==> src/rtl/spmv_pkg.sv <==
// spmv_pkg: shared widths, buffer entry types and transmitter states for the SPMV sparse encoder
package spmv_pkg;
  localparam int IDX_W = 5;
  localparam int DATA_W = 8;
  typedef struct packed {
    logic [IDX_W-1:0]  idx;
    logic [DATA_W-1:0] data;
  } spmv_v_ent_t;
  typedef struct packed {
    logic [IDX_W-1:0]  row;
    logic [IDX_W-1:0]  col;
    logic [DATA_W-1:0] data;
  } spmv_w_ent_t;
  typedef enum logic [2:0] {LOAD_VEC, LOAD_MAT, SEND_VEC, SEND_MAT, WAIT_FIN} spmv_tx_state_t;
endpackage

==> src/rtl/spmv_tx_nzbuf.sv <==
// spmv_tx_nzbuf: write-then-read nonzero entry buffer with count, full and last-read flags
module spmv_tx_nzbuf #(
  parameter int DEPTH = 14,
  parameter int WIDTH = 13
) (
  input  logic                       clk,
  input  logic                       rst,
  input  logic                       push,
  input  logic                       pop,
  input  logic                       clear,
  input  logic [WIDTH-1:0]           wr_data,
  output logic [WIDTH-1:0]           rd_data,
  output logic [$clog2(DEPTH+1)-1:0] count,
  output logic                       full,
  output logic                       last
);
  localparam int AW = $clog2(DEPTH);
  localparam int CW = $clog2(DEPTH + 1);
  logic [WIDTH-1:0] mem [DEPTH];
  logic [AW-1:0]    rd_ptr;
  assign full = count == CW'(DEPTH);
  assign last = CW'(rd_ptr) + CW'(1) == count;
  assign rd_data = mem[rd_ptr];
  always_ff @(posedge clk)
    if (push && !full) mem[count[AW-1:0]] <= wr_data;
  always_ff @(posedge clk or posedge rst)
    if (rst) begin
      count <= '0;
      rd_ptr <= '0;
    end else if (clear) begin
      count <= '0;
      rd_ptr <= '0;
    end else begin
      if (push && !full) count <= count + 1'b1;
      if (pop) rd_ptr <= rd_ptr + 1'b1;
    end
endmodule

==> src/rtl/spmv_sparse_tx.sv <==
// spmv_sparse_tx: dense-to-sparse job encoder feeding SPMV as one gap-free burst (optional SPMV_TX_COLFILTER_EN column filter)
module spmv_sparse_tx
  import spmv_pkg::*;
#(
  parameter int VEC_LEN  = 32,
  parameter int MAT_ROWS = 32,
  parameter int MAX_V_NZ = 14,
  parameter int MAX_W_NZ = 64
) (
  input  logic              clk,
  input  logic              rst,
  input  logic              s_valid,
  output logic              s_ready,
  input  logic [DATA_W-1:0] s_data,
  output logic              in_valid,
  output logic              weight_valid,
  output logic [IDX_W-1:0]  in_row,
  output logic [IDX_W-1:0]  in_col,
  output logic [DATA_W-1:0] in_data,
  input  logic              finish_in,
  output logic              busy,
  output logic              job_done,
  output logic              ovf
);
  localparam int VCW = $clog2(MAX_V_NZ + 1);
  localparam int WCW = $clog2(MAX_W_NZ + 1);
  spmv_tx_state_t state, state_nx;
  logic [IDX_W-1:0] r, c;
  logic [VCW-1:0] v_cnt;
  logic [WCW-1:0] w_cnt;
  logic hs, nz, last_c, last_r, w_keep, v_push, w_push, v_pop, w_pop;
  logic v_full, w_full, v_last, w_last, mat_done, w_none, job_end, drop;
  spmv_v_ent_t v_rd;
  spmv_w_ent_t w_rd;
  assign s_ready = state == LOAD_VEC || state == LOAD_MAT;
  assign busy = !(state == LOAD_VEC && c == '0);
  assign hs = s_valid && s_ready;
  assign nz = s_data != '0;
  assign last_c = c == IDX_W'(VEC_LEN - 1);
  assign last_r = r == IDX_W'(MAT_ROWS - 1);
`ifdef SPMV_TX_COLFILTER_EN
  logic [VEC_LEN-1:0] bmap;
  always_ff @(posedge clk or posedge rst)
    if (rst) bmap <= '0;
    else if (hs && state == LOAD_VEC) bmap[c] <= nz;
  assign w_keep = bmap[c];
`else
  assign w_keep = 1'b1;
`endif
  assign v_push = hs && state == LOAD_VEC && nz;
  assign w_push = hs && state == LOAD_MAT && nz && w_keep;
  assign v_pop = state == SEND_VEC;
  assign w_pop = state == SEND_MAT;
  assign drop = (v_push && v_full) || (w_push && w_full);
  assign mat_done = hs && state == LOAD_MAT && last_c && last_r;
  assign w_none = w_cnt == '0 && !w_push;
  assign job_end = (mat_done && w_none) || (state == WAIT_FIN && finish_in);
  spmv_tx_nzbuf #(.DEPTH(MAX_V_NZ), .WIDTH($bits(spmv_v_ent_t))) u_vbuf (
    .clk(clk), .rst(rst), .push(v_push), .pop(v_pop), .clear(job_end),
    .wr_data({c, s_data}), .rd_data(v_rd), .count(v_cnt), .full(v_full), .last(v_last)
  );
  spmv_tx_nzbuf #(.DEPTH(MAX_W_NZ), .WIDTH($bits(spmv_w_ent_t))) u_wbuf (
    .clk(clk), .rst(rst), .push(w_push), .pop(w_pop), .clear(job_end),
    .wr_data({r, c, s_data}), .rd_data(w_rd), .count(w_cnt), .full(w_full), .last(w_last)
  );
  always_comb begin
    state_nx = state;
    unique case (state)
      LOAD_VEC: state_nx = hs && last_c ? LOAD_MAT : LOAD_VEC;
      LOAD_MAT: state_nx = !mat_done ? LOAD_MAT : w_none ? LOAD_VEC : v_cnt != '0 ? SEND_VEC : SEND_MAT;
      SEND_VEC: state_nx = v_last ? SEND_MAT : SEND_VEC;
      SEND_MAT: state_nx = w_last ? WAIT_FIN : SEND_MAT;
      WAIT_FIN: state_nx = finish_in ? LOAD_VEC : WAIT_FIN;
      default:  state_nx = LOAD_VEC;
    endcase
  end
  always_ff @(posedge clk or posedge rst)
    if (rst) begin
      state <= LOAD_VEC;
      r <= '0;
      c <= '0;
      ovf <= 1'b0;
      job_done <= 1'b0;
      in_valid <= 1'b0;
      weight_valid <= 1'b0;
      in_row <= '0;
      in_col <= '0;
      in_data <= '0;
    end else begin
      state <= state_nx;
      if (hs) c <= last_c ? '0 : c + 1'b1;
      if (hs && state == LOAD_MAT && last_c) r <= last_r ? '0 : r + 1'b1;
      ovf <= hs && state == LOAD_VEC && c == '0 ? 1'b0 : ovf | drop;
      job_done <= job_end;
      in_valid <= v_pop;
      weight_valid <= w_pop;
      in_row <= v_pop ? v_rd.idx : w_pop ? w_rd.row : '0;
      in_col <= w_pop ? w_rd.col : '0;
      in_data <= v_pop ? v_rd.data : w_pop ? w_rd.data : '0;
    end
endmodule

==> config.mk <==
export PLATFORM = sky130hd
export DESIGN_NAME = spmv_sparse_tx
export DESIGN_NICKNAME = d
export VERILOG_FILES = /design/src/rtl/spmv_pkg.sv /design/src/rtl/spmv_tx_nzbuf.sv /design/src/rtl/spmv_sparse_tx.sv
export SDC_FILE = /design/constraint.sdc
export NUM_CORES = 1
export LEC_CHECK = 0
export CORE_ASPECT_RATIO = 0.8
export CORE_UTILIZATION = 40
export DETAILED_ROUTE_END_ITERATION = 8
export MAX_ROUTING_LAYER = met4
export SLEW_MARGIN = 20
export SYNTH_ARGS = -nofsm -noshare
export SYNTH_HDL_FRONTEND = slang
export SYNTH_SLANG_ARGS = --single-unit
==> constraint.sdc <==
create_clock -name clk -period 4 [get_ports clk]
set_input_delay 1.2 -clock clk [delete_from_list [all_inputs] [get_ports clk]]
set_output_delay 1.2 -clock clk [all_outputs]
set_load 0.02 [all_outputs]
==> run summary <==
STATUS
---------------------------------------------------------------------------------
Outcome                                                                 completed

GRT
---------------------------------------------------------------------------------
Number of antenna violations at the first check in global routing               6
Total congestion overflow                                                       0
Global Route Usage Sum                                                      0.209
Wire length of the first global-routing pass                            197000 um
Vias in the first global route                                              26528
Largest net degree at the start of global routing                              91

CLOCK NETWORK
---------------------------------------------------------------------------------
H-Tree Level Count                                                              4
Number of buffers inserted during clock tree synthesis                        131
TritonCTS clock tree                                                        built
Register clock-pin slew on the reported worst setup and hold paths          60 ps
Skew-Pair Late Insertion Delay                                             780 ps
Sink count of the clock tree                                                 1390
Count of hold-fix buffers inserted at cts                                       0
Clock root buffer master                                             sky130_fd_sc_hd__clkbuf_16
Number of gates resized after cts                                               0
Max Buffers Root-to-Sink                                                        3
Number of buffers added for setup after CTS                                     0

DIE
---------------------------------------------------------------------------------
Die area                                                               137000 um2
Effective utilization at floorplan                                          0.404
X dimension of the die                                                     414 um
Number of standard-cell rows in the floorplan                                 120
Die Span Y                                                                 331 um
Core footprint                                                         134000 um2
Number of ports placed on the die boundary                                     36

CRITICAL PATH
---------------------------------------------------------------------------------
Req. time, crit path                                                      2800 ps
Reg2reg end                                                          in_data[3]$_DFF_PP0_
Critical Path Sink Type                                                output pin
Launch point of the worst reg-to-reg path                            u_wbuf.rd_ptr[1]$_DFFE_PP0P_
Worst reg-to-reg path cell count                                                5
Crit Path Class                                                      register to output pin
Element type at the critical path start                                  register
Biggest fanout along the worst timing path                                     21
Worst-case register-to-register setup slack                                730 ps
Arrival time of data at the critical path endpoint                        2490 ps

PWR
---------------------------------------------------------------------------------
Clk pwr share                                                               0.403
Leakage power summed over all cells                                     0.0212 uW
Sequential share of power                                                   0.549
Pint                                                                     24000 uW
Maximum vdd drop                                                         0.486 mV
Power density over the cells                                           499 nW/um2
Combinational share of power                                                0.049
Share of total power consumed by net switching                              0.222
Switching power summed over all nets                                      6820 uW

HOLD PATH
---------------------------------------------------------------------------------
Worst hold path endpoint                                             r[1]$_DFFE_PP0P_
Instance count along the most critical hold path                                3
Worst min-delay path class                                           register to register
Start point of the worst min-delay path                              r[1]$_DFFE_PP0P_

SYNTHESIS
---------------------------------------------------------------------------------
Syn avg cell area                                                        20.7 um2
Number of enable flip-flop cells after synthesis                             1334
Total nets after synthesis                                                   2646
Dominant synthesized flop cell                                       sky130_fd_sc_hd__edfxtp_1
Sequential cell area fraction in the yosys report                           0.765
Warnings, synthesis                                                             0
Share of the synthesized area in the top cell type                          0.739
Unique masters post-synth                                                      53
Biggest area contributors in the synthesized netlist                 sky130_fd_sc_hd__edfxtp_1, sky130_fd_sc_hd__mux4_2, sky130_fd_sc_hd__mux2i_1
Cell type with the highest aggregate area in the netlist             sky130_fd_sc_hd__edfxtp_1
Synthesized cell area                                                   54200 um2
Share of synthesized flip-flops with an asynchronous set or reset          0.0403
Synthesized netlist cell count                                               2621
Post-synthesis register bit count                                            1390

ROUTE
---------------------------------------------------------------------------------
DRC violations left                                                             0
Total via count after detailed routing                                      27112
Final ANT Viol Nets                                                             0
Routed WL                                                               139000 um
Iter 0 DRT Violations                                                        3950
Detail-routed via count per cell                                             5.80
Total iterations of the first detailed-routing run                              6
Wire per inst                                                             29.7 um

PLACED DESIGN
---------------------------------------------------------------------------------
Number of port buffers                                                         35
Final weighted congestion in routability-driven placement                   0.938
HPWL after DPL                                                           86100 um
Post-placement cell area                                                57500 um2
Count of placed standard cells including taps                                4438

LAYOUT
---------------------------------------------------------------------------------
Leading cell type in the layout, fill and taps excluded              sky130_fd_sc_hd__edfxtp_1
Layout overhead on the synthesized area                                     13.9%
Number of standard cells in the layout, taps in and fillers out              4674
Count of nets after finishing                                                2828
Post-route cell area                                                    61700 um2
Most used cells in the layout excluding fill and tap cells           sky130_fd_sc_hd__edfxtp_1, sky130_fd_sc_hd__mux4_2, sky130_fd_sc_hd__mux2i_1
Layout cells sized above 1                                                  0.260

STA
---------------------------------------------------------------------------------
Crit share post-route                                                       0.922
Final count of pins violating max slew                                          0
Actual transition at the worst max-transition pin                         1160 ps
Final hold violations                                                           0
Endpoints failing setup                                                         0
RSZ-0062 raised after global routing                                           no
Setup skew after layout                                                   30.3 ps
Minimum period implied by the final worst setup slack                     3690 ps
Maximum clock frequency                                                   271 MHz
Worst slew margin                                                           0.230

RUN
---------------------------------------------------------------------------------
Reported max-cap violation count                                                0

-- cells in the mapped netlist, types with 2 or more instances --
cell and number:
sky130_fd_sc_hd__a21oi_1 57, sky130_fd_sc_hd__a221oi_1 10, sky130_fd_sc_hd__a22o_1 13, sky130_fd_sc_hd__a22oi_1 52, sky130_fd_sc_hd__a31o_1 13, sky130_fd_sc_hd__a31oi_1 18
sky130_fd_sc_hd__and2_1 4, sky130_fd_sc_hd__and3_1 16, sky130_fd_sc_hd__and4_1 2, sky130_fd_sc_hd__buf_1 10, sky130_fd_sc_hd__buf_2 26, sky130_fd_sc_hd__buf_4 33
sky130_fd_sc_hd__buf_6 7, sky130_fd_sc_hd__clkbuf_1 72, sky130_fd_sc_hd__dfrtp_1 56, sky130_fd_sc_hd__edfxtp_1 1334, sky130_fd_sc_hd__ha_1 13, sky130_fd_sc_hd__inv_1 12
sky130_fd_sc_hd__mux2_2 42, sky130_fd_sc_hd__mux2i_1 194, sky130_fd_sc_hd__mux4_2 272, sky130_fd_sc_hd__nand2_1 74, sky130_fd_sc_hd__nand2b_1 3, sky130_fd_sc_hd__nand3_1 45
sky130_fd_sc_hd__nand3b_1 3, sky130_fd_sc_hd__nand4_1 27, sky130_fd_sc_hd__nor2_1 97, sky130_fd_sc_hd__nor2b_1 9, sky130_fd_sc_hd__nor3_1 4, sky130_fd_sc_hd__nor3b_1 2
sky130_fd_sc_hd__nor4_1 2, sky130_fd_sc_hd__o21ai_0 24, sky130_fd_sc_hd__o221ai_1 13, sky130_fd_sc_hd__o22a_1 13, sky130_fd_sc_hd__or2_2 2, sky130_fd_sc_hd__or3_1 4
sky130_fd_sc_hd__or3b_2 3, sky130_fd_sc_hd__xnor2_1 15, sky130_fd_sc_hd__xor2_1 11
-- through the flow --
| step | utilization | worst slack, ps | hold WS, ps | power [uW] | TNS [ps] |
|---|---|---|---|---|---|
| final | 0.460 | 314 | 606 | 30800 | 0 |
| after global placement | 0.429 | -47.2 | 577 | 18600 | -616 |
| after CTS | 0.460 | 206 | 608 | 31000 | 0 |
| after detailed placement | 0.429 | 223 | 594 | 18700 | 0 |
| after floorplan | - | 502 | 571 | 17800 | 0 |
| after global routing | 0.460 | 215 | 628 | 31600 | 0 |
-- worst max-delay path by stage --
stage	startpoint	to	slack, ps	cells after the start
6_report	c[3]$_DFFE_PP0N_	busy	310	3
5_1_grt	c[3]$_DFFE_PP0N_	busy	210	3
4_1_cts	c[3]$_DFFE_PP0N_	busy	210	3
3_3_place_gp	s_data[4]	u_wbuf.count[3]$_DFFE_PP0P_	-50	7
3_5_place_dp	s_data[4]	u_wbuf.rd_ptr[3]$_DFFE_PP0P_	220	7
2_1_floorplan	s_valid	u_wbuf.mem[58][0]$_DFFE_PP_	500	5
-- final cells by class --
class | count | area, um2
sequential | 1390 | 41500
clock buffer | 158 | 3430
tap | 1769 | 2210
fill | 10956 | 72300
timing repair buffer | 197 | 1710
clock inverter | 75 | 785
antenna | 2 | 5.00
multi-input combinational | 1070 | 12100
inverter | 13 | 48.8
-- critical path, stage by stage, from the launching register on --
cell                              delay, ps
sky130_fd_sc_hd__dfrtp_2                600
sky130_fd_sc_hd__nor3_1                 240
sky130_fd_sc_hd__nand4b_1               260
sky130_fd_sc_hd__clkdlybuf4s50_1        640
-- power groups by stage --
stage	sequential, uW	clock, uW	combinational (uW)
floorplan	17200	0	523
global placement	17200	0	1440
detailed placement	17200	0	1500
CTS	16900	12600	1500
global route	16900	13100	1580
finish	16900	12400	1500
-- sequential cells by signal (all words and copies together) (netlist names) --
| register | count |
|---|---|
| in_col | 5 |
| job_done | 1 |
| u_vbuf.rd_ptr | 4 |
| state | 3 |
| r | 5 |
| in_row | 5 |
| in_valid | 1 |
| c | 5 |
| u_wbuf.rd_ptr | 6 |
| weight_valid | 1 |
| ovf | 1 |
| u_wbuf.count | 7 |
| u_vbuf.mem | 182 |
| u_vbuf.count | 4 |
| u_wbuf.mem | 1152 |
| in_data | 8 |
-- per-layer routing --
layer / track usage / wire length, um / vias to the layer above
met4: 0.0674 / 4010 / 0
met5: - / 0 / -
met3: 0.0431 / 12900 / 184
li1: - / - / 11200
met1: 0.305 / 59900 / 14400
met2: 0.293 / 61900 / 1328
-- kinds of logic (layout without fill, tap and decap cells) --
family	Yosys count	after routing	synth area share
flops	1390	1390	0.765
mux	508	508	0.158
simple gates	300	300	0.0263
compound gates	223	223	0.0288
buf+inv	161	443	0.0150
xor+xnor	26	26	0.00420
fa+ha+maj	13	13	0.00300
other cells	0	2	0
No activity file was read; power rests on OpenSTA's default activity.
